$ cat config.mk
export PLATFORM = sky130hd
export DESIGN_NAME = trace_packer
export DESIGN_NICKNAME = d
export VERILOG_FILES = /design/src/rtl/trace_pkg.sv /design/src/rtl/trace_queue.sv /design/src/rtl/trace_packer.sv
export SDC_FILE = /design/constraint.sdc
export NUM_CORES = 1
export LEC_CHECK = 0
export BUFFER_PORTS_ARGS = -buffer_cell sky130_fd_sc_hd__buf_4
export CAP_MARGIN = 30
export CORE_UTILIZATION = 55
export CTS_CLUSTER_SIZE = 28
export DETAILED_ROUTE_END_ITERATION = 16
export GPL_ROUTABILITY_DRIVEN = 0
export PLACE_DENSITY = 0.82
export SYNTH_ARGS = -nofsm -noshare
export SYNTH_HDL_FRONTEND = slang
export SYNTH_SLANG_ARGS = --single-unit
$ cat constraint.sdc
create_clock -name clk_clk -period 15.42 [get_ports clk_clk]
set_clock_uncertainty 0.15 [all_clocks]
set_input_delay 1.542 -clock clk_clk [delete_from_list [all_inputs] [get_ports clk_clk]]
set_output_delay 1.542 -clock clk_clk [all_outputs]
set_load 0.03 [all_outputs]
$ cat src/rtl/trace_pkg.sv
// trace_pkg: record type codes, ch1 field positions, queue entry type and defaults shared by the trace packer.
package trace_pkg;
    localparam logic [1:0] REC_COMMIT = 2'b10;
    localparam logic [1:0] REC_SYNC   = 2'b11;
    localparam int TYPE_LSB  = 62;
    localparam int SEQ_LSB   = 56;
    localparam int REG_LSB   = 48;
    localparam int DELTA_LSB = 32;
    localparam int DEF_QDEPTH    = 4;
    localparam int DEF_STALL_THR = 3;
    typedef struct packed {
        logic [1:0]  en;
        logic [63:0] ch1;
        logic [63:0] ch0;
    } entry_t;
    function automatic logic [63:0] commit_ch1(input logic [5:0] seq, input logic [4:0] rd,
                                               input logic [15:0] delta, input logic [31:0] data);
        logic [63:0] r;
        r = {32'd0, data};
        r[TYPE_LSB +: 2]   = REC_COMMIT;
        r[SEQ_LSB +: 6]    = seq;
        r[REG_LSB +: 5]    = rd;
        r[DELTA_LSB +: 16] = delta;
        return r;
    endfunction
    function automatic logic [63:0] sync_ch1(input logic [31:0] cyc);
        logic [63:0] r;
        r = {32'd0, cyc};
        r[TYPE_LSB +: 2] = REC_SYNC;
        return r;
    endfunction
endpackage

$ cat src/rtl/trace_queue.sv
// trace_queue: power-of-two synchronous FIFO of trace entries with push, pop and occupancy count.
module trace_queue #(
    parameter int DEPTH = 4,
    parameter int W = 130
) (
    input  logic                   clk_clk,
    input  logic                   reset_n,
    input  logic                   push_i,
    input  logic                   pop_i,
    input  logic [W-1:0]           din_i,
    output logic [W-1:0]           dout_o,
    output logic [$clog2(DEPTH):0] count_o
);
    localparam int AW = $clog2(DEPTH);
    logic [W-1:0]  mem_q [DEPTH];
    logic [AW-1:0] wr_q, rd_q;
    logic [AW:0]   count_q;
    assign dout_o  = mem_q[rd_q];
    assign count_o = count_q;
    always_ff @(posedge clk_clk) begin
        if (push_i) mem_q[wr_q] <= din_i;
    end
    // Pointers wrap naturally because DEPTH is a power of two.
    always_ff @(posedge clk_clk or negedge reset_n) begin
        if (!reset_n) begin
            wr_q    <= '0;
            rd_q    <= '0;
            count_q <= '0;
        end else begin
            wr_q    <= wr_q + AW'(push_i);
            rd_q    <= rd_q + AW'(pop_i);
            count_q <= count_q + (AW+1)'(push_i) - (AW+1)'(pop_i);
        end
    end
endmodule

$ cat src/rtl/trace_packer.sv
// trace_packer: turns retired instructions and enable-rise sync markers into two-channel trace records,
// buffered in a small queue with backpressure, stall request and drop accounting.
module trace_packer
    import trace_pkg::*;
#(
    parameter int QDEPTH = DEF_QDEPTH,
    parameter int STALL_THR = DEF_STALL_THR
) (
    input  logic         clk_clk,
    input  logic         reset_n,
    input  logic         trace_enable,
    input  logic         commit_valid,
    input  logic [31:0]  commit_pc,
    input  logic [31:0]  commit_inst,
    input  logic         wb_en,
    input  logic [4:0]   wb_reg,
    input  logic [31:0]  wb_data,
    input  logic         full,
    output logic [127:0] trace_data,
    output logic [1:0]   trace_en,
    output logic         stall_req,
    output logic [15:0]  drop_cnt,
    output logic         overflow
);
    localparam int CW = $clog2(QDEPTH) + 1;
    logic          enable_q, first_q, ovf_q, stall_q;
    logic [31:0]   cyc_q;
    logic [5:0]    seq_q;
    logic [15:0]   delta_q, drop_q, rec_delta;
    logic [1:0]    en_q;
    logic [127:0]  data_q;
    logic          sync, commit, push_req, empty, q_full, bypass, q_push, q_pop, accept;
    logic [CW-1:0] count, count_d;
    entry_t        rec, head;
    always_comb begin
        sync      = trace_enable & ~enable_q;
        commit    = commit_valid & enable_q;
        push_req  = sync | commit;
        rec_delta = first_q ? 16'd0 : delta_q;
        rec.ch0   = sync ? 64'd0 : {commit_pc, commit_inst};
        rec.ch1   = sync ? sync_ch1(cyc_q) : commit_ch1(seq_q, wb_reg, rec_delta, wb_data);
        rec.en    = sync ? 2'b10 : {wb_en | (rec_delta == 16'hFFFF), 1'b1};
        empty     = count == '0;
        q_full    = count == CW'(QDEPTH);
        q_pop     = ~empty & ~full;
        // An empty queue hands the new record straight to the output register for 1-cycle latency.
        bypass    = empty & ~full & push_req;
        q_push    = push_req & ~bypass & (~q_full | q_pop);
        accept    = bypass | q_push;
        count_d   = count + CW'(q_push) - CW'(q_pop);
    end
    trace_queue #(.DEPTH(QDEPTH), .W($bits(entry_t))) u_queue (
        .clk_clk (clk_clk),
        .reset_n (reset_n),
        .push_i  (q_push),
        .pop_i   (q_pop),
        .din_i   (rec),
        .dout_o  (head),
        .count_o (count)
    );
    always_ff @(posedge clk_clk or negedge reset_n) begin
        if (!reset_n) begin
            enable_q <= 1'b0;
            first_q  <= 1'b1;
            cyc_q    <= '0;
            seq_q    <= '0;
            delta_q  <= '0;
            drop_q   <= '0;
            ovf_q    <= 1'b0;
            stall_q  <= 1'b0;
            en_q     <= '0;
            data_q   <= '0;
        end else begin
            enable_q <= trace_enable;
            cyc_q    <= cyc_q + 32'd1;
            en_q     <= q_pop ? head.en : bypass ? rec.en : 2'b00;
            if (q_pop | bypass) data_q <= q_pop ? {head.ch1, head.ch0} : {rec.ch1, rec.ch0};
            stall_q  <= count_d >= CW'(STALL_THR);
            if (sync) begin
                seq_q   <= '0;
                delta_q <= '0;
                first_q <= 1'b1;
            end else if (commit & accept) begin
                seq_q   <= seq_q + 6'd1;
                delta_q <= 16'd1;
                first_q <= 1'b0;
            end else begin
                delta_q <= delta_q + {15'd0, delta_q != 16'hFFFF};
            end
            if (commit & ~accept) begin
                drop_q <= drop_q + {15'd0, drop_q != 16'hFFFF};
                ovf_q  <= 1'b1;
            end
        end
    end
    assign trace_data = data_q;
    assign trace_en   = en_q;
    assign stall_req  = stall_q;
    assign drop_cnt   = drop_q;
    assign overflow   = ovf_q;
endmodule

== Yosys cells after proc, flatten, opt, wreduce, memory -nomap -nowiden ==
Memory sizes are Yosys's and may differ from the RTL's.
Cells that the tools add are included.

* Multiplexer cells: 15
* Bitwise logic cells: 20
* $add $sub $neg: 8
* Magnitude comparators: 1
* Equal/unequal tests: 4
* Reductions and logical operators: 2

{| class="wikitable"
|+ Operator list
! kind !! count
|-
| 128-bit two-way mux || 1
|-
| 64-bit two-way mux || 1
|-
| 63-bit two-way mux || 1
|-
| 16-bit two-way mux || 3
|-
| 16-bit by 1-bit adder with 16-bit output || 2
|-
| 32-bit by 1-bit adder with 32-bit output, second input constant || 1
|-
| 16-bit != test, second input constant || 2
|-
| 16-bit equality test, second input constant || 1
|-
| 6-bit two-way mux || 2
|-
| 1-bit AND || 9
|-
| 6-bit by 1-bit adder with 6-bit output, second input constant || 1
|-
| 2-bit two-way mux || 3
|-
| 1-bit inverter || 6
|-
| 1-bit OR || 5
|-
| 2-bit by 1-bit adder with 2-bit output || 2
|-
| 1-bit two-way mux || 4
|-
| 3-bit by 1-bit adder with 3-bit output || 1
|-
| 3-bit equality test, second input constant || 1
|-
| 3-bit by 2-bit greater-or-equal comparator with 1-bit output, second input constant || 1
|-
| 3-bit logical NOT || 1
|-
| 3-bit by 1-bit subtractor with 3-bit output || 1
|-
| 2-bit nonzero test || 1
|}

* Output and inout bits: 148
* Logic and storage cells: 64
* Bits in registers: 211
* Memories: 1
* Memory bits (writable): 516

{| class="wikitable"
|+ Memories
! name !! words !! width !! rd ports !! clocked after Yosys merged registers in !! wr ports !! line !! text
|-
| u_queue.mem_q || 4 || 129 || 1 || 0 || 1 || trace_queue.sv:15 || <nowiki>logic [W-1:0] mem_q [DEPTH];</nowiki>
|}

== Depth between registers and ports, before layout ==
* Word-level depth: 11
* Depth in mapped cells: 12
* Mapped depth without buffers: 10

== Cells and area by module ==
From an unflattened synthesis, not the netlist that was laid out.

* Cells, all modules: 1798
* Area, all modules: 29454.5 sq um

{| class="wikitable"
|+ Modules (own cells, without submodules)
! module !! seq. area each (sq um) !! cells each !! times used !! area each (sq um)
|-
| trace_queue || 15790.1 || 703 || 1 || 19202.2
|-
| trace_packer || 5106.1 || 1095 || 1 || 10252.3
|}

== Least setup slack after synthesis ==
Ideal clock, no wire load.

* Path type: input to register
* Start point: input port full
* End point: memory u_queue.mem_q[0][0] in the netlist's numbering (enable)
* Path slack: 3.173 ns
* Cell stages on the path: 4
* Arrival: 11.305 ns
* Cells stage by stage: clkbuf_1 xor2_1 o32a_1 nor3b_1

* Cells in the longest elaborated chain, start to end: 8
* Elaborated cells between the ends (all ways): 10
* Classes of those cells: mux (2); bitwise (8)

{| class="wikitable"
|+ Ends and longest elaborated chain
! what !! line !! text
|-
| start, declared || trace_packer.sv:18 || <nowiki>input logic full,</nowiki>
|-
| 1-bit inverter * || trace_packer.sv:45, trace_packer.sv:47 ||
|-
| 1-bit AND (2 in a row) || trace_packer.sv:47 || <nowiki>bypass = empty & ~full & push_req;</nowiki>
|-
| 1-bit inverter || trace_packer.sv:48 || <nowiki>q_push = push_req & ~bypass & (~q_full | q_pop);</nowiki>
|-
| 1-bit AND || trace_packer.sv:48 ||
|-
| 1-bit AND * || trace_packer.sv:48 ||
|-
| 1-bit two-way mux * || trace_queue.sv:21 || <nowiki>if (push_i) mem_q[wr_q] <= din_i;</nowiki>
|-
| 1-bit two-way mux (implied by the code) * || trace_queue.sv:21 ||
|-
| end, declared || trace_queue.sv:15 ||
|}

Every way passes the cells marked *; elsewhere a longest branch is shown, timed or not.

== Worst setup path in the final report ==
* Start point: input port trace_enable
* End point: memory u_queue.mem_q[1][93] in the netlist's numbering (enable)

* Cells in the longest elaborated chain, start to end: 8

{| class="wikitable"
|+ Ends and longest elaborated chain
! what !! line !! text
|-
| start, declared || trace_packer.sv:11 || <nowiki>input logic trace_enable,</nowiki>
|-
| 1-bit AND * || trace_packer.sv:36 || <nowiki>sync = trace_enable & ~enable_q;</nowiki>
|-
| 1-bit OR * || trace_packer.sv:38 || <nowiki>push_req = sync | commit;</nowiki>
|-
| 1-bit AND || trace_packer.sv:47 ||
|-
| 1-bit inverter || trace_packer.sv:48 ||
|-
| 1-bit AND * (2 in a row) || trace_packer.sv:48 ||
|-
| 1-bit two-way mux * || trace_queue.sv:21 ||
|-
| 1-bit two-way mux (implied by the code) * || trace_queue.sv:21 ||
|}

Marked as above.

==> impl_results.md <==
- Status: finished, final reports clean
- Hold Path Class: reg2reg
- Congestion Overflow GR: 0
- Register clock-pin slew on the reported worst setup and hold paths: 0.06 ns
- Worst-path maximum fanout: 45
- Sequential area share after synthesis: 71.90%
- Final min period: 4.895 ns
- TritonCTS Sinks: approximately 710
- Synth Register Bits: 712
- Hold path startpoint: trace_data[45]$_DFFE_PN0P_
- Die extent in x: between 200 and 250 um
- Drc violations: 0
- Row cnt: 82
- Resize count post-CTS: 0
- Post-synth cell types: 48
- Asr flop ratio synth: 29.21%
- CP max stage cell: and3b_4
- Layout area overhead: 17.70%
- First-pass DRT Iterations: 5
- Initial drt markers: ~1,400
- Vias in the first global route: 16,360
- Root Buffer: clkbuf_16
- Final Power: 6.336 mW
- Die area: between 50,000 and 60,000 um^2
- Fin nets: 2,056
- I/O Buffers: 251
- Most used cell along the critical path: buf_4
- CTS tree: done
- First-pass GRT wire length: 97,450 um
- Slew headroom: 27.22%
- WL/cell: 23.61 um
- Post-Synthesis Cells: 1,680
- Hold-fix buffers, CTS: 0
- Syn_area_per_cell: 16.84 um^2
- Num CTS Buffers: 71
- Die H: 228.8 um
- Largest cells by area after synthesis: edfxtp_1 54%, dfrtp_1 18%, mux4_2 10%
- Yosys warns: 0
- IO Pins: 255
- Clock Tree Buf Depth: 3
- Pleak: about 13 nW
- Min Hold Slack: 0.3154 ns
- VDD IR-drop max: 0.1022 mV
- Worst r2r src: enable_q$_DFF_PN0_
- Final slew viol count: 0
- Crit path largest cell delay: about 0.71 ns
- EDFF count, synth: 504
- CTS H-tree lvls: 3
- Final Cycle Share: 31.74%
- Fin cells: between 2,000 and 3,000
- Initial core utilization: approximately 56%
- Crit Path Class: in2reg
- Top-area cell type share of the netlist area: 53.50%
- Placed cells: 2,537
- FMAX: approximately 200 MHz
- Setup_tns: 0 ns
- Final Setup Violations: 0
- Actual slew at the worst max-slew pin: 1.086 ns
- CP Capture Type: flop
- Routed wire length: 63,080 um
- Final HPWL DP: 37,070 um
- Vias per inst: 6.021
- Most area-hungry cell type in the Yosys netlist: edfxtp_1
- Vias: 16,090
- Top post-synthesis cells by count: 504 x edfxtp_1, 208 x nand2_1, 207 x dfrtp_1
- Final hold violations: 0
- MaxCap Viol Count: 0
- Post-DRT Antenna Nets: 0
- Initial antenna violation count: 1
- Crit start category: input pin
- Largest net degree at the start of global routing: 111
- Share of cells above drive strength 1: 28.36%
- RSZ-0062 raised after global routing: false
- CP cell instances: buf_4 -> nand2b_4 -> inv_1 -> o32a_1 -> and3b_4 -> buf_4 -> buf_4
- Count leader, synth: edfxtp_1
- Gr usage total: 24.58%
- Power Density: 190.3 nW/um^2
- Skew-Pair Late Insertion Delay: slightly above 0.6 ns
- Primary FF master, synth: edfxtp_1
- Post-Syn Area: 28,290 um^2
- Worst path bufs/invs: 4
- Crit path max-delay family: buffers and inverters
- CORE AREA: 50,480 um^2
- Worst setup path start: trace_enable
- WP data arrival: between 4 and 5 ns
- Setup Buffers After CTS: 0
- WP data required: 15.49 ns
[per-stage QoR]
| step | setup slack (ns) | cell area (um^2) | utilization [%] |
|---|---|---|---|
| detailed placement | 9.855 | 30890 | 61.19 |
| global placement | 9.912 | 30820 | 61.05 |
| CTS | 10.49 | 33240 | 65.85 |
| finish | 10.53 | 33300 | 65.96 |
| floorplan | 3.173 | 28300 | - |
| global route | 10.32 | 33300 | 65.96 |
[worst paths after layout]
kind	cells after the start	to	slack, ns
setup / recovery	7	u_queue.mem_q[1][93]$_DFFE_PP_	10.53
hold / removal	2	trace_data[45]$_DFFE_PN0P_	0.32
setup reg to reg	6	u_queue.mem_q[1][93]$_DFFE_PP_	11.08
hold reg to reg	2	trace_data[45]$_DFFE_PN0P_	0.32
max in group asynchronous	3	cyc_q[31]$_DFF_PN0_	12.26
min in group asynchronous	1	trace_data[22]$_DFFE_PN0P_	0.84
[tightest hold or removal path, cell delays in order, from the launching register on]
cell and delay, ns:
dfrtp_1 0.34, nand2_1 0.05, nand2_1 0.05
[sequential cells by signal, summed over array words and instances, names as in the netlist, 2 cells and up]
register / cells
drop_cnt: 16
seq_q: 6
u_queue.count_o: 3
trace_en: 2
u_queue.wr_q: 2
cyc_q: 32
delta_q: 16
trace_data: 125
u_queue.rd_q: 2
u_queue.mem_q: 504
[per-layer routing]
layer / global-route usage, % / wire length, um
met1: 33.36 / 24920
met2: 40.55 / 31960
met3: 4.291 / 4466
met4: 8.479 / 1727
met5: 0 / 0
[power breakdown]
group | switching (mW) | total (mW) | internal [mW]
clock network | 0.723 | 1.72 | 0.997
logic | 1.06 | 1.83 | 0.777
registers | 0.266 | 2.78 | 2.52
total | 2.04 | 6.34 | 4.29
[cells by family (layout without fill, tap and decap cells)]
family / Yosys count / in the layout / share of synthesized area (%)
multiplexers: 192 / 192 / 12.52
AND/OR/NAND/NOR: 450 / 450 / 7.762
XOR/XNOR: 67 / 67 / 2.074
flip-flops: 712 / 712 / 71.91
adder cells (fa/ha/maj): 9 / 9 / 0.4246
other: 1 / 4 / 0.01326
AO/OA/AOI/OAI: 141 / 141 / 3.556
buffers and inverters: 108 / 425 / 1.747
[placed cells by master (no fill, tap or decap), drive strengths merged, types with 24 or more instances in the layout]
master  instances
edfxtp        504
buf           279
nand2         208
dfrtp         207
mux4          126
clkbuf         97
and2           90
a22oi          75
xnor2          56
o21ai          38
nor2           35
mux2           34
mux2i          32
nand3          26
and3           24
[layout make-up]
cell class / instances / area, um^2
clock buffer: 97 / 1986
antenna: 1 / 2.502
tap: 672 / 840.8
inverter: 14 / 52.55
clock inverter: 35 / 365.4
sequential: 712 / 20350
multi-input combinational: 862 / 7518
fill: 3328 / 17180
timing repair buffer: 279 / 2182
Power figures use the tool's default switching activity.
